**config.mk**
```make
export PLATFORM = sky130hd
export DESIGN_NAME = bist_tpg_flat
export DESIGN_NICKNAME = d
export VERILOG_FILES = /design/src/rtl/bist_pkg.sv /design/src/rtl/bist_tpg_if.sv /design/src/rtl/lfsr128.sv /design/src/rtl/bist_tpg.sv /design/src/flat_wrapper.sv
export SDC_FILE = /design/constraint.sdc
export NUM_CORES = 1
export LEC_CHECK = 0
export ABC_AREA = 1
export BUFFER_PORTS_ARGS = -buffer_cell sky130_fd_sc_hd__buf_2
export CORE_MARGIN = 10
export CORE_UTILIZATION = 47
export DETAILED_ROUTE_END_ITERATION = 6
export PLACE_DENSITY_LB_ADDON = 0.1
export SKIP_LAST_GASP = 1
export SYNTH_ARGS = -nofsm -noshare
export SYNTH_HDL_FRONTEND = slang
export SYNTH_SLANG_ARGS = --single-unit
```
**constraint.sdc**
```tcl
create_clock -name clk -period 2.1 [get_ports clk]
set_input_delay 0.21 -clock clk [delete_from_list [all_inputs] [get_ports clk]]
set_output_delay 0.21 -clock clk [all_outputs]
set_load 0.02 [all_outputs]
```
**src/rtl/bist_pkg.sv**
```systemverilog
// bist_pkg: shared types and constants for the AES BIST pattern generator.
//   - state_e          : sequencing FSM states
//   - LFSR_W, TAP_*    : LFSR width and feedback taps (x^128 + x^7 + x^2 + x + 1)
//   - DEFAULT_SEED_*   : default plaintext/key seeds
//   - lfsr_next()      : one Fibonacci shift-left step
//   - seed_fix()       : replaces an all-zero seed, which would lock up the LFSR
package bist_pkg;

  localparam int LFSR_W = 128;

  localparam int TAP_A = 127;
  localparam int TAP_B = 6;
  localparam int TAP_C = 1;
  localparam int TAP_D = 0;

  localparam logic [LFSR_W-1:0] DEFAULT_SEED_PT  = 128'h1;
  localparam logic [LFSR_W-1:0] DEFAULT_SEED_KEY = 128'h0123456789ABCDEF0FEDCBA987654321;

  typedef enum logic [2:0] {
    ST_IDLE,
    ST_ISSUE,
    ST_WAIT,
    ST_STROBE,
    ST_DONE,
    ST_ERROR
  } state_e;

  function automatic logic [LFSR_W-1:0] lfsr_next(input logic [LFSR_W-1:0] s);
    return {s[LFSR_W-2:0], s[TAP_A] ^ s[TAP_B] ^ s[TAP_C] ^ s[TAP_D]};
  endfunction

  function automatic logic [LFSR_W-1:0] seed_fix(input logic [LFSR_W-1:0] s);
    return (s == '0) ? {{(LFSR_W-1){1'b0}}, 1'b1} : s;
  endfunction

endpackage

```
**src/rtl/bist_tpg_if.sv**
```systemverilog
// bist_tpg_if: pattern handshake between the BIST pattern generator and the AES core.
//   pattern_valid : generator -> core, plaintext/key are valid
//   plaintext     : generator -> core, 128-bit plaintext
//   key           : generator -> core, 128-bit key
//   aes_ready     : core -> generator, core accepts the pattern this cycle
//   aes_done      : core -> generator, one-cycle pulse, ciphertext valid
interface bist_tpg_if;
  import bist_pkg::*;

  logic              pattern_valid;
  logic [LFSR_W-1:0] plaintext;
  logic [LFSR_W-1:0] key;
  logic              aes_ready;
  logic              aes_done;

  modport master (
    output pattern_valid,
    output plaintext,
    output key,
    input  aes_ready,
    input  aes_done
  );

  modport slave (
    input  pattern_valid,
    input  plaintext,
    input  key,
    output aes_ready,
    output aes_done
  );

endinterface

```
**src/rtl/lfsr128.sv**
```systemverilog
// lfsr128: 128-bit Fibonacci LFSR with synchronous seed load.
//   clk, rst  : clock, asynchronous active-low reset (state <- RESET_SEED)
//   load      : load seed (zero seed replaced by 1); wins over advance
//   seed      : value to load
//   advance   : take one LFSR step
//   state     : current register contents
module lfsr128
  import bist_pkg::*;
#(
  parameter logic [LFSR_W-1:0] RESET_SEED = DEFAULT_SEED_PT
) (
  input  logic              clk,
  input  logic              rst,
  input  logic              load,
  input  logic [LFSR_W-1:0] seed,
  input  logic              advance,
  output logic [LFSR_W-1:0] state
);

  logic [LFSR_W-1:0] state_q;
  logic [LFSR_W-1:0] state_d;

  always_comb begin
    state_d = state_q;
    if (load) begin
      state_d = seed_fix(seed);
    end else if (advance) begin
      state_d = lfsr_next(state_q);
    end
  end

  always_ff @(posedge clk or negedge rst) begin
    if (!rst) begin
      state_q <= seed_fix(RESET_SEED);
    end else begin
      state_q <= state_d;
    end
  end

  assign state = state_q;

endmodule

```
**src/rtl/bist_tpg.sv**
```systemverilog
// bist_tpg: AES BIST test pattern generator and sequencer.
// Issues NUM_PATTERNS plaintext/key pairs, one ORA strobe per completed
// encryption, then raises done; raises error if the core does not finish
// within TIMEOUT+1 cycles of accepting a pattern.
//   clk, rst      : clock, asynchronous active-low reset
//   bist_start    : level, starts a run from IDLE/DONE/ERROR
//   aes           : pattern handshake to the AES core (master side)
//   ora_enable    : one-cycle strobe per completed pattern
//   pattern_count : patterns completed in this run
//   busy          : run in progress
//   done, error   : run outcome, held until the next start
//
// state     | meaning
// ----------+----------------------------------------------------
// ST_IDLE   | after reset, waiting for bist_start
// ST_ISSUE  | pattern_valid high, waiting for aes_ready
// ST_WAIT   | pattern accepted, waiting for aes_done or timeout
// ST_STROBE | ora_enable high, LFSRs step, count increments
// ST_DONE   | all patterns completed, waiting for bist_start
// ST_ERROR  | core timed out, waiting for bist_start
module bist_tpg
  import bist_pkg::*;
#(
  parameter int unsigned       NUM_PATTERNS = 62,
  parameter logic [LFSR_W-1:0] SEED_PT      = DEFAULT_SEED_PT,
  parameter logic [LFSR_W-1:0] SEED_KEY     = DEFAULT_SEED_KEY,
  parameter int unsigned       TIMEOUT      = 1023
) (
  input  logic        clk,
  input  logic        rst,
  input  logic        bist_start,
  bist_tpg_if.master  aes,
  output logic        ora_enable,
  output logic [7:0]  pattern_count,
  output logic        busy,
  output logic        done,
  output logic        error
);

  localparam logic [7:0]  NUM_PAT_C = 8'(NUM_PATTERNS);
  localparam logic [15:0] TIMEOUT_C = 16'(TIMEOUT);

  state_e      state_q, state_d;
  logic [15:0] tmr_q, tmr_d;
  logic [7:0]  cnt_q, cnt_d;
  logic        pv_q, pv_d;
  logic        ora_q, ora_d;
  logic        busy_q, busy_d;
  logic        done_q, done_d;
  logic        err_q, err_d;
  logic        lfsr_load;
  logic        lfsr_adv;

  logic [LFSR_W-1:0] pt_state;
  logic [LFSR_W-1:0] key_state;

  lfsr128 #(.RESET_SEED(SEED_PT)) u_lfsr_pt (
    .clk     (clk),
    .rst     (rst),
    .load    (lfsr_load),
    .seed    (SEED_PT),
    .advance (lfsr_adv),
    .state   (pt_state)
  );

  lfsr128 #(.RESET_SEED(SEED_KEY)) u_lfsr_key (
    .clk     (clk),
    .rst     (rst),
    .load    (lfsr_load),
    .seed    (SEED_KEY),
    .advance (lfsr_adv),
    .state   (key_state)
  );

  // Timeout is a down-counter loaded at accept; reaching zero without
  // aes_done means TIMEOUT+1 WAIT cycles have elapsed.
  always_comb begin
    state_d   = state_q;
    tmr_d     = tmr_q;
    cnt_d     = cnt_q;
    lfsr_load = 1'b0;
    lfsr_adv  = 1'b0;
    case (state_q)
      ST_IDLE, ST_DONE, ST_ERROR: begin
        if (bist_start) begin
          lfsr_load = 1'b1;
          cnt_d     = '0;
          tmr_d     = '0;
          state_d   = ST_ISSUE;
        end
      end
      ST_ISSUE: begin
        if (aes.aes_ready) begin
          tmr_d   = TIMEOUT_C;
          state_d = ST_WAIT;
        end
      end
      ST_WAIT: begin
        if (aes.aes_done) begin
          state_d = ST_STROBE;
        end else if (tmr_q == '0) begin
          state_d = ST_ERROR;
        end else begin
          tmr_d = tmr_q - 16'd1;
        end
      end
      ST_STROBE: begin
        lfsr_adv = 1'b1;
        cnt_d    = cnt_q + 8'd1;
        state_d  = (cnt_d == NUM_PAT_C) ? ST_DONE : ST_ISSUE;
      end
      default: state_d = ST_IDLE;
    endcase

    // Outputs are decoded from the next state so they register alongside it.
    pv_d   = (state_d == ST_ISSUE);
    ora_d  = (state_d == ST_STROBE);
    busy_d = (state_d == ST_ISSUE) || (state_d == ST_WAIT) || (state_d == ST_STROBE);
    done_d = (state_d == ST_DONE);
    err_d  = (state_d == ST_ERROR);
  end

  always_ff @(posedge clk or negedge rst) begin
    if (!rst) begin
      state_q <= ST_IDLE;
      tmr_q   <= '0;
      cnt_q   <= '0;
      pv_q    <= 1'b0;
      ora_q   <= 1'b0;
      busy_q  <= 1'b0;
      done_q  <= 1'b0;
      err_q   <= 1'b0;
    end else begin
      state_q <= state_d;
      tmr_q   <= tmr_d;
      cnt_q   <= cnt_d;
      pv_q    <= pv_d;
      ora_q   <= ora_d;
      busy_q  <= busy_d;
      done_q  <= done_d;
      err_q   <= err_d;
    end
  end

  assign aes.pattern_valid = pv_q;
  assign aes.plaintext     = pt_state;
  assign aes.key           = key_state;
  assign ora_enable        = ora_q;
  assign pattern_count     = cnt_q;
  assign busy              = busy_q;
  assign done              = done_q;
  assign error             = err_q;

endmodule
```
**src/flat_wrapper.sv**
```systemverilog
// flat-port wrapper written by rule: the top's interface ports become plain ports
module bist_tpg_flat import bist_pkg::*;
#(
  parameter int unsigned       NUM_PATTERNS = 62,
  parameter logic [LFSR_W-1:0] SEED_PT      = DEFAULT_SEED_PT,
  parameter logic [LFSR_W-1:0] SEED_KEY     = DEFAULT_SEED_KEY,
  parameter int unsigned       TIMEOUT      = 1023
)
  (clk, rst, bist_start, ora_enable, pattern_count, busy, done, error, aes_pattern_valid, aes_plaintext, aes_key, aes_aes_ready, aes_aes_done);
  bist_tpg_if aes_i ();
  input  logic clk;
  input  logic rst;
  input  logic bist_start;
  output logic ora_enable;
  output logic [7:0] pattern_count;
  output logic busy;
  output logic done;
  output logic error;
  output wire logic [$bits(aes_i.pattern_valid)-1:0] aes_pattern_valid;
  output wire logic [$bits(aes_i.plaintext)-1:0] aes_plaintext;
  output wire logic [$bits(aes_i.key)-1:0] aes_key;
  input wire logic [$bits(aes_i.aes_ready)-1:0] aes_aes_ready;
  input wire logic [$bits(aes_i.aes_done)-1:0] aes_aes_done;
  assign aes_pattern_valid = aes_i.pattern_valid;
  assign aes_plaintext = aes_i.plaintext;
  assign aes_key = aes_i.key;
  assign aes_i.aes_ready = aes_aes_ready;
  assign aes_i.aes_done = aes_aes_done;
  bist_tpg #(.NUM_PATTERNS(NUM_PATTERNS), .SEED_PT(SEED_PT), .SEED_KEY(SEED_KEY), .TIMEOUT(TIMEOUT)) u_core (.clk(clk), .rst(rst), .bist_start(bist_start), .aes(aes_i), .ora_enable(ora_enable), .pattern_count(pattern_count), .busy(busy), .done(done), .error(error));
endmodule
```
==> results by group <==
Global routing
  • Number of global-route vias before repair: 8797
  • Largest net degree at the start of global routing: 92
  • GRT Total Usage: 0.190
  • Gr ovfl total: 0
  • Initial antenna violation count: 0
  • First-pass GRT wire length: 49.2 mm

Worst setup path
  • Worst EP arrival: 2260 ps
  • Slowest CP cell: dfrtp_1
  • Kind of end point of the critical path: flip-flop
  • Crit path from: u_core.tmr_q[1]
  • CP max FO: 6
  • Crit Path Class: reg2reg
  • Critical path, cell by cell: inv_1 > ha_1 > nand3_1 > nor2_2 > nand2_1 > a21oi_1 > nand3_1 > nand2_1 > inv_1
  • Critical Path Max Stage Delay: 360 ps
  • Worst reg2reg startpoint: u_core.tmr_q[1]
  • Worst path required time: 2530 ps
  • CP Launch Type: flip-flop

Detailed routing
  • Avg Vias per Cell: 5.03
  • Routed WL per cell: 17.4 um
  • Drt total wl: 30.6 mm
  • Post-route ant nets: 0
  • Starting DRT DRC Count: 557
  • Via count: roughly 8900
  • 1st-pass router iterations: 6
  • DRC: 0

Clock tree
  • CTS tree: yes
  • TritonCTS Sinks: 288
  • CTS H-tree lvls: 1
  • Number of buffers created by CTS: 30
  • Clock Pin Slew Worst Setup and Hold Paths: 60 ps
  • CTS root buf: clkbuf_16
  • CTS max path bufs: 3
  • Clock latency on the worst-skew pair: 560 ps

Power and ir drop
  • Sequential share of power: 0.355
  • Logic pwr share: 0.455
  • Internal power: 16100 uW
  • Sw Pwr: 13100 uW
  • Clk pwr share: 0.189
  • VDD IR max: roughly 1.1 mV
  • PwrDens: 2030 nW/um^2
  • Switching fraction of total power: 0.448
  • Leakage Power: between 0.007 and 0.008 uW

Synth
  • Mapped Area: 11700 um^2
  • Synth Flop Type: dfrtp_1
  • Post-Syn Area per Cell: around 10 um^2
  • Post-synth top cells: inv_1, dfrtp_1, o22ai_1, nand2_1, dfstp_2
  • Syn Nets: around 1200
  • Synth Register Bits: approximately 290
  • Most common cell in the netlist: inv_1
  • Top cell type by total area after synthesis: dfrtp_1
  • Synth area leaders: dfrtp_1, dfstp_2, o22ai_1
  • Sequential area share after synthesis: 0.625
  • Yosys cell types: 36
  • Synth Instances: 1154
  • Yosys top cell area share: 0.478
  • Post-synth EDFFs: 0
  • Synthesis Warnings: 0
  • Ys async rst share: 1.00

Timing
  • Worst slew margin: 0.601
  • Setup TNS: 0 ps
  • Fin. Hold Viols: 0
  • Post-Route Skew: 21.0 ps
  • Worst Setup Slack, final: 278 ps
  • RSZ-0062 raised after global routing: false
  • Worst slew pin tran: 598 ps
  • Max Slew Vio Count: 0
  • Final min period: 1820 ps
  • Fin crit share: 0.868
  • Fmax: 0.549 GHz
  • Setup violators final: 0

Cells and area
  • Area growth from synthesis to layout: 23.3%
  • Filler Cells Inserted: 2216
  • Area of the multi-input gates: between 3000 and 4000 um^2
  • Layout cell share with drive strength beyond 1: 0.310
  • Ant diodes: 0
  • FF+latch area: 7290 um^2
  • Final std cells w/o fill: 1764
  • Fin nets: 1424

Min path
  • Path type of the worst min-delay path: in2reg
  • Worst hold start: aes_aes_ready

Floorplan
  • CORE AREA: ~24000 um^2
  • Die W: 178 um
  • Die H: 178 um
  • Ports: 274
  • Cell Rows: 57
  • Die area: 31500 um^2
  • Initial Util: 0.478

Placement
  • Detailed Place HPWL: 21.5 mm
  • Final RePlAce weighted congestion: approximately 0.84
  • Number of port buffers: 273
  • Placed cell count: ~1700
  • Pre-CTS WS: 314 ps

Outcome
  • Status: finished, final reports clean

Job
  • Max-cap violation count: 0
[through the flow]
stage	area (um^2)	util	hold WS [ps]	power [uW]
3_5_place_dp	13300	0.547	189	23900
5_1_grt	14400	0.590	176	31300
2_1_floorplan	11700	-	-85.6	19300
4_1_cts	14400	0.590	123	29600
6_report	14400	0.590	157	29200
3_3_place_gp	13300	0.547	183	23700
[layout by cell type, fill, tap and decap left out, types with 23 or more instances in the layout]
cell type,count
nand2_1,160
dfstp_2,65
inv_1,240
buf_2,272
o21ai_0,29
nand3_1,23
o21ai_1,24
o22ai_1,171
dfrtp_1,223
nor2_1,28
o211ai_1,63
clkbuf_16,30
[power groups by stage]
| stage | Clock (uW) | Sequential (uW) | Combinational, uW |
|---|---|---|---|
| 5_1_grt | 5870 | 10700 | 14700 |
| 6_report | 5530 | 10400 | 13300 |
| 2_1_floorplan | 0 | 13200 | 6120 |
| 4_1_cts | 5660 | 10400 | 13500 |
| 3_5_place_dp | 0 | 10400 | 13500 |
| 3_3_place_gp | 0 | 10400 | 13300 |
[layer usage]
layer / vias to the layer above / track usage / wire length [um]
met5: - / 0 / 0
met4: 0 / 0.0518 / 778
met3: 52 / 0.0546 / 2440
met2: 265 / 0.303 / 14400
met1: 4231 / 0.251 / 13000
li1: 4333 / - / -
[timing repair]
| item | CTS | global route |
|---|---|---|
| endpoints found under the setup margin | 0 | 0 |
| resized for setup | 0 | 0 |
| hold buffers | 2 | 0 |
| setup buffers | 0 | 0 |
| endpoints found under the hold margin | 54 | 0 |
[path summary, 6_finish.rpt]
kind | end | cells past startpoint | slack (ps)
worst min register to register | u_core.u_lfsr_key.state[64] | 2 | 510
worst min-delay path | u_core.state_q[1] | 5 | 160
max in group asynchronous | u_core.tmr_q[15] | 3 | 1120
worst max register to register | u_core.busy | 9 | 280
min in group asynchronous | u_core.u_lfsr_pt.state[82] | 2 | 220
worst max-delay path | u_core.busy | 9 | 280
[sequential cells by signal, indices dropped and copies added (netlist names), 3 cells and up]
register and count:
u_core.state_q 3, u_core.pattern_count 8, u_core.u_lfsr_key.state 128, u_core.u_lfsr_pt.state 128
u_core.tmr_q 16
[area by class of cell]
type	instances	area share
clock buffer	36	0.0551
clock inverter	20	0.0171
inverter	248	0.0656
multi-input combinational	550	0.212
sequential	288	0.506
tap	324	0.0282
timing repair buffer	298	0.115
[worst max-delay path: cells and delay by family, from the launching register on]
family,cells,cell delay [ps]
flip-flops,1,360
AND/OR/NAND/NOR,5,670
AO/OA/AOI/OAI,1,240
buffers and inverters,2,140
adder cells (fa/ha/maj),1,300
[logic make-up after synthesis]
logic type	count (synthesis)	synth area share
adder cells (fa/ha/maj)	3	0.00322
XOR/XNOR	6	0.00450
AO/OA/AOI/OAI	303	0.164
AND/OR/NAND/NOR	238	0.0889
buffers and inverters	316	0.114
flip-flops	288	0.625
Power figures use the tool's default switching activity.
